$ cat config.mk
export PLATFORM = sky130hd
export DESIGN_NAME = serial_adder
export DESIGN_NICKNAME = d
export VERILOG_FILES = /design/src/rtl/serial_adder_pkg.sv /design/src/rtl/serial_adder_full_adder.sv /design/src/rtl/serial_adder.sv
export SDC_FILE = /design/constraint.sdc
export NUM_CORES = 1
export LEC_CHECK = 0
export ABC_AREA = 0
export BUFFER_PORTS_ARGS = -buffer_cell sky130_fd_sc_hd__buf_2
export CAP_MARGIN = 20
export CORE_MARGIN = 2
export CORE_UTILIZATION = 50
export CTS_CLUSTER_DIAMETER = 100
export DETAILED_ROUTE_END_ITERATION = 8
export PLACE_DENSITY = 0.73
export SLEW_MARGIN = 20
export SYNTH_ARGS = -nofsm -noshare
export SYNTH_HDL_FRONTEND = slang
export SYNTH_SLANG_ARGS = --single-unit
$ cat constraint.sdc
create_clock -name clk -period 1.6 [get_ports clk]
set_input_delay 0.32 -clock clk [delete_from_list [all_inputs] [get_ports clk]]
set_output_delay 0.32 -clock clk [all_outputs]
set_load 0.01 [all_outputs]
$ cat src/rtl/serial_adder_pkg.sv
// Shared definitions for the bit-serial adder: FSM encoding and counter sizing.
package serial_adder_pkg;

  typedef logic [1:0] state_t;

  localparam state_t ST_IDLE = 2'd0;
  localparam state_t ST_ADD  = 2'd1;
  localparam state_t ST_DONE = 2'd2;

  // Counter only has to reach WIDTH-1, so ceil(log2(WIDTH)) bits are enough.
  function automatic int cnt_width(input int width);
    return (width <= 2) ? 1 : $clog2(width);
  endfunction

endpackage

$ cat src/rtl/serial_adder_full_adder.sv
// One-bit full adder built from two half adders and an OR for the carry.
// Purely combinational, no latency, no flow control.
module HalfAdder (
  input  logic a_i,
  input  logic b_i,
  output logic s_o,
  output logic c_o
);

  assign s_o = a_i ^ b_i;
  assign c_o = a_i & b_i;

endmodule

module full_adder (
  input  logic a_i,
  input  logic b_i,
  input  logic c_i,
  output logic s_o,
  output logic c_o
);

  logic s0;
  logic c0;
  logic c1;

  HalfAdder u_ha0 (
    .a_i (a_i),
    .b_i (b_i),
    .s_o (s0),
    .c_o (c0)
  );

  HalfAdder u_ha1 (
    .a_i (s0),
    .b_i (c_i),
    .s_o (s_o),
    .c_o (c1)
  );

  // The two half-adder carries can never both be set, so OR gives majority.
  assign c_o = c0 | c1;

endmodule

$ cat src/rtl/serial_adder.sv
// Bit-serial adder, LSB first, one full-adder bit per clock.
// Latency: start at edge 0 -> done high the cycle after edge WIDTH; start ignored unless idle.
module serial_adder
  import serial_adder_pkg::*;
#(
  parameter int WIDTH = 8
) (
  input  logic             clk,
  input  logic             rst,
  input  logic             start,
  input  logic [WIDTH-1:0] a,
  input  logic [WIDTH-1:0] b,
  input  logic             cin,
  output logic             busy,
  output logic             done,
  output logic [WIDTH-1:0] sum,
  output logic             cout
);

  localparam int            CW   = cnt_width(WIDTH);
  localparam logic [CW-1:0] LAST = CW'(WIDTH - 1);

  state_t           state_q, state_d;
  logic [WIDTH-1:0] a_sr_q, a_sr_d;
  logic [WIDTH-1:0] b_sr_q, b_sr_d;
  logic [WIDTH-1:0] res_q, res_d;
  logic [WIDTH-1:0] sum_q, sum_d;
  logic             carry_q, carry_d;
  logic             cout_q, cout_d;
  logic [CW-1:0]    cnt_q, cnt_d;
  logic             fa_s;
  logic             fa_c;

  full_adder u_fa (
    .a_i (a_sr_q[0]),
    .b_i (b_sr_q[0]),
    .c_i (carry_q),
    .s_o (fa_s),
    .c_o (fa_c)
  );

  always_comb begin
    state_d = state_q;
    a_sr_d  = a_sr_q;
    b_sr_d  = b_sr_q;
    res_d   = res_q;
    sum_d   = sum_q;
    carry_d = carry_q;
    cout_d  = cout_q;
    cnt_d   = cnt_q;

    case (state_q)
      ST_IDLE: begin
        if (start) begin
          state_d = ST_ADD;
          a_sr_d  = a;
          b_sr_d  = b;
          carry_d = cin;
          cnt_d   = '0;
          res_d   = '0;
        end
      end

      ST_ADD: begin
        a_sr_d  = a_sr_q >> 1;
        b_sr_d  = b_sr_q >> 1;
        res_d   = {fa_s, res_q[WIDTH-1:1]};
        carry_d = fa_c;
        // Publish the result on the final bit so sum/cout only move on entry to DONE.
        if (cnt_q == LAST) begin
          state_d = ST_DONE;
          sum_d   = {fa_s, res_q[WIDTH-1:1]};
          cout_d  = fa_c;
        end else begin
          cnt_d = cnt_q + 1'b1;
        end
      end

      ST_DONE: begin
        state_d = ST_IDLE;
      end

      default: begin
        state_d = ST_IDLE;
      end
    endcase
  end

  always_ff @(posedge clk) begin
    if (rst) begin
      state_q <= ST_IDLE;
      a_sr_q  <= '0;
      b_sr_q  <= '0;
      res_q   <= '0;
      sum_q   <= '0;
      carry_q <= 1'b0;
      cout_q  <= 1'b0;
      cnt_q   <= '0;
    end else begin
      state_q <= state_d;
      a_sr_q  <= a_sr_d;
      b_sr_q  <= b_sr_d;
      res_q   <= res_d;
      sum_q   <= sum_d;
      carry_q <= carry_d;
      cout_q  <= cout_d;
      cnt_q   <= cnt_d;
    end
  end

  assign busy = (state_q == ST_ADD);
  assign done = (state_q == ST_DONE);
  assign sum  = sum_q;
  assign cout = cout_q;

endmodule

==> summary.md <==
| Metric | Value |
|---|---|
| Post-route cell area | `1970 sq um` |
| Net Sw Power | `0.485 mW` |
| WP data arrival | `1.17 ns` |
| Routed wire length | `3210 microns` |
| Clock buffer depth | `2` |
| Starting density of the core | `53.3%` |
| Fmax | `0.671 GHz` |
| CP Launch Type | `register` |
| Synth warn | `0` |
| Period Utilization, post-route | `93.1%` |
| DR vias | `1293` |
| Final Max Tran Viols | `0` |
| Largest area contributor in the netlist | `dfxtp_1` |
| Global-route wire length before repair | `5550 microns` |
| Overall Power | `2.13 mW` |
| Core ar. | `3100 sq um` |
| Max H-tree Level | `2` |
| Placed wire-length estimate | `2320 microns` |
| WHS Path Cells | `3` |
| Pwr dens | `1080 nW/um^2` |
| Hold Fails Final Rpt | `0` |
| Clk sink count | `38` |
| Logic pwr share | `12.7%` |
| Filler cell count | `285` |
| Hold EP | `a_sr_q[7]` |
| RR Endpoint | `cnt_q[2]` |
| Commonest non-fill, non-tap cell in the layout | `dfxtp_1` |
| FF-to-FF setup slack | `0.19 ns` |
| Routing usage on met1 | `24.5%` |
| Count of cell types in the netlist | `24` |
| Slew HR | `73.6%` |
| Synth Net Count | `188` |
| Clock Skews | `0.0140 ns` |
| Root Driver | `clkbuf_4` |
| Worst Reg2Reg Path Length in Cells | `5` |
| Syn Area/Cell | `10.0 sq um` |
| Worst setup EP type | `output port` |
| Vias in the first global route | `1297` |
| Placer congestion estimate | `0.747` |
| Synth top area cells | `dfxtp_1 (46%), a211oi_2 (11%), mux2i_1 (9.1%), nor2_1 (5.7%), a22oi_1 (4.1%)` |
| GRT busiest layer | `met2` |
| Die Area | `3780 sq um` |
| Commonest non-fill, non-tap cells in the layout | `dfxtp_1 (38), buf_2 (30), nor2_1 (25), mux2i_1 (15), a211oi_2 (15)` |
| Pleak | `0.800 nW` |
| Share of the synthesized area in the top cell type | `46.0%` |
| Die Y | `61.5 microns` |
| Initial drt markers | `70` |
| Post-DRT Antenna Nets | `0` |
| Final layout net count | `221` |
| Inserted Clock Buffers | `5` |
| Post-synthesis instance total | `165` |
| Worst IR Drop VDD | `0.849 mV` |
| Area delta synth->final | `19.0%` |
| Hold Crit Start | `a[7]` |
| Reg2reg start | `cnt_q[0]` |
| Wire length per cell | `13.2 microns` |
| Mapped cell area | `1650 sq um` |
| DR DRC count | `0` |
| Hold crit path type | `primary input to register` |
| DP Area | `1850 sq um` |
| Register bit total from synthesis | `38` |
| Sw Share | `22.7%` |
| Sequential group share of total power | `47.9%` |
| Critical path fanouts, max | `6` |
| Clk Latency, worst-skew pair | `0.35 ns` |
| Clock share of power | `39.4%` |
| DIE WIDTH | `61.5 microns` |
| Post-synthesis sequential area ratio | `46.0%` |
| Site Rows | `20` |
| Number of vias per cell | `5.32` |
| Fin crit period | `1.49 ns` |
| Met3 usage | `6.93%` |
| Aggregate negative setup slack | `0 ns` |
| Worst-Margin Slew | `0.396 ns` |
| Run status | `finished, final reports clean` |
| Layout cells sized above 1 | `33.2%` |
| CTS tree | `built` |
| # setup viols final | `0` |
| Crit path kind | `register to output port` |
| Largest net degree at the start of global routing | `31` |
| DR pass1 iterations | `4` |
| Crit path required time | `1.28 ns` |
| Core Util, Final | `63.4%` |
| Total of max-cap violations | `0` |
| Number of diodes | `0` |
| Clock-pin slew on the worst setup and hold paths | `0.10 ns` |
| Met2 usage | `32.6%` |
| Ports | `31` |
| Total setup buffers inserted after CTS | `0` |
| Initial antenna violation count | `0` |
| Int Power | `1.65 mW` |
| Congestion Overflow GR | `0` |
| RSZ-0062 raised after global routing | `no` |
| I/O Buffers | `30` |
| Total GRT Usage | `19.8%` |
==> power by group through the flow <==
| stage | clock (mW) | combinational [mW] | sequential, mW |
|---|---|---|---|
| global route | 0.908 | 0.299 | 1.03 |
| detailed placement | 0 | 0.271 | 1.04 |
| CTS | 0.852 | 0.273 | 1.02 |
| finish | 0.841 | 0.271 | 1.02 |
| global placement | 0 | 0.258 | 1.04 |
| floorplan | 0 | 0.210 | 1.03 |
==> cell type report <==
cell class                      instances  area [sq um]  share of cell area (%)
Multi-Input combinational cell        113           807                    41.0
Sequential cell                        38           761                    38.7
Timing Repair Buffer                   39           230                    11.7
Clock inverter                          2          60.1                    3.05
Tap cell                               44          55.1                    2.80
Clock buffer                            6          51.3                    2.61
Inverter                                1          3.75                   0.191
==> metal layers <==
layer  part of all wire (%)  wire [microns]
met1                     45            1440
met2                     48            1550
met3                    5.7             184
met4                    1.1              36
met5                      0               0
==> metrics by stage <==
stage / std cells / worst slack, ns / hold WS, ns
finish: 243 / 0.111 / 0.228
global route: 243 / 0.0110 / 0.227
CTS: 243 / 0.0506 / 0.211
detailed placement: 235 / 0.202 / 0.449
global placement: 235 / 0.257 / 0.443
floorplan: 165 / 0.256 / 0.443
==> kinds of logic after synthesis <==
group	after synthesis	synth area share [%]
AND/OR/NAND/NOR	56	15.6
AO/OA/AOI/OAI	39	21.3
flip-flops	38	46.0
multiplexers	15	9.08
buffers and inverters	14	5.37
adder cells (fa/ha/maj)	3	2.72
==> timing repair <==
| action | in CTS | in global routing |
|---|---|---|
| resized for setup | 0 | 1 |
| hold buffers | 0 | 0 |
| endpoints found under the setup margin | 0 | 1 |
==> state kept, by name, indices dropped and copies added, names as in the netlist <==
signal / count
carry_q: 1
sum: 8
a_sr_q: 8
b_sr_q: 8
res_q: 7
cnt_q: 3
state_q: 2
cout: 1
==> worst max-delay path, stage by stage (launching register included) <==
cell and delay (ns):
dfxtp_1 0.45, nor2b_2 0.24, buf_2 0.15
==> synthesized netlist by cell type <==
cell	instances
nor2b_1	3
nor4b_2	1
o21ai_0	2
nor2_1	25
a21oi_1	10
nand3b_1	1
dfxtp_1	38
clkbuf_1	2
nand2b_1	4
nor3b_1	1
a22oi_1	9
o31ai_1	1
ha_1	2
a211oi_2	15
mux2i_1	15
inv_1	1
buf_6	2
o21ba_2	1
o21bai_4	1
buf_2	5
buf_4	4
nand3_1	9
fa_1	1
nand2_1	12
==> worst max-delay path by stage <==
stage	to	cells past startpoint	from
global placement	cnt_q[1]	5	cnt_q[0]
detailed placement	cnt_q[2]	5	cnt_q[0]
finish	busy	2	state_q[0]
CTS	busy	2	state_q[0]
global route	busy	2	state_q[0]
floorplan	cout	6	cnt_q[0]
No activity file was read; power rests on OpenSTA's default activity.
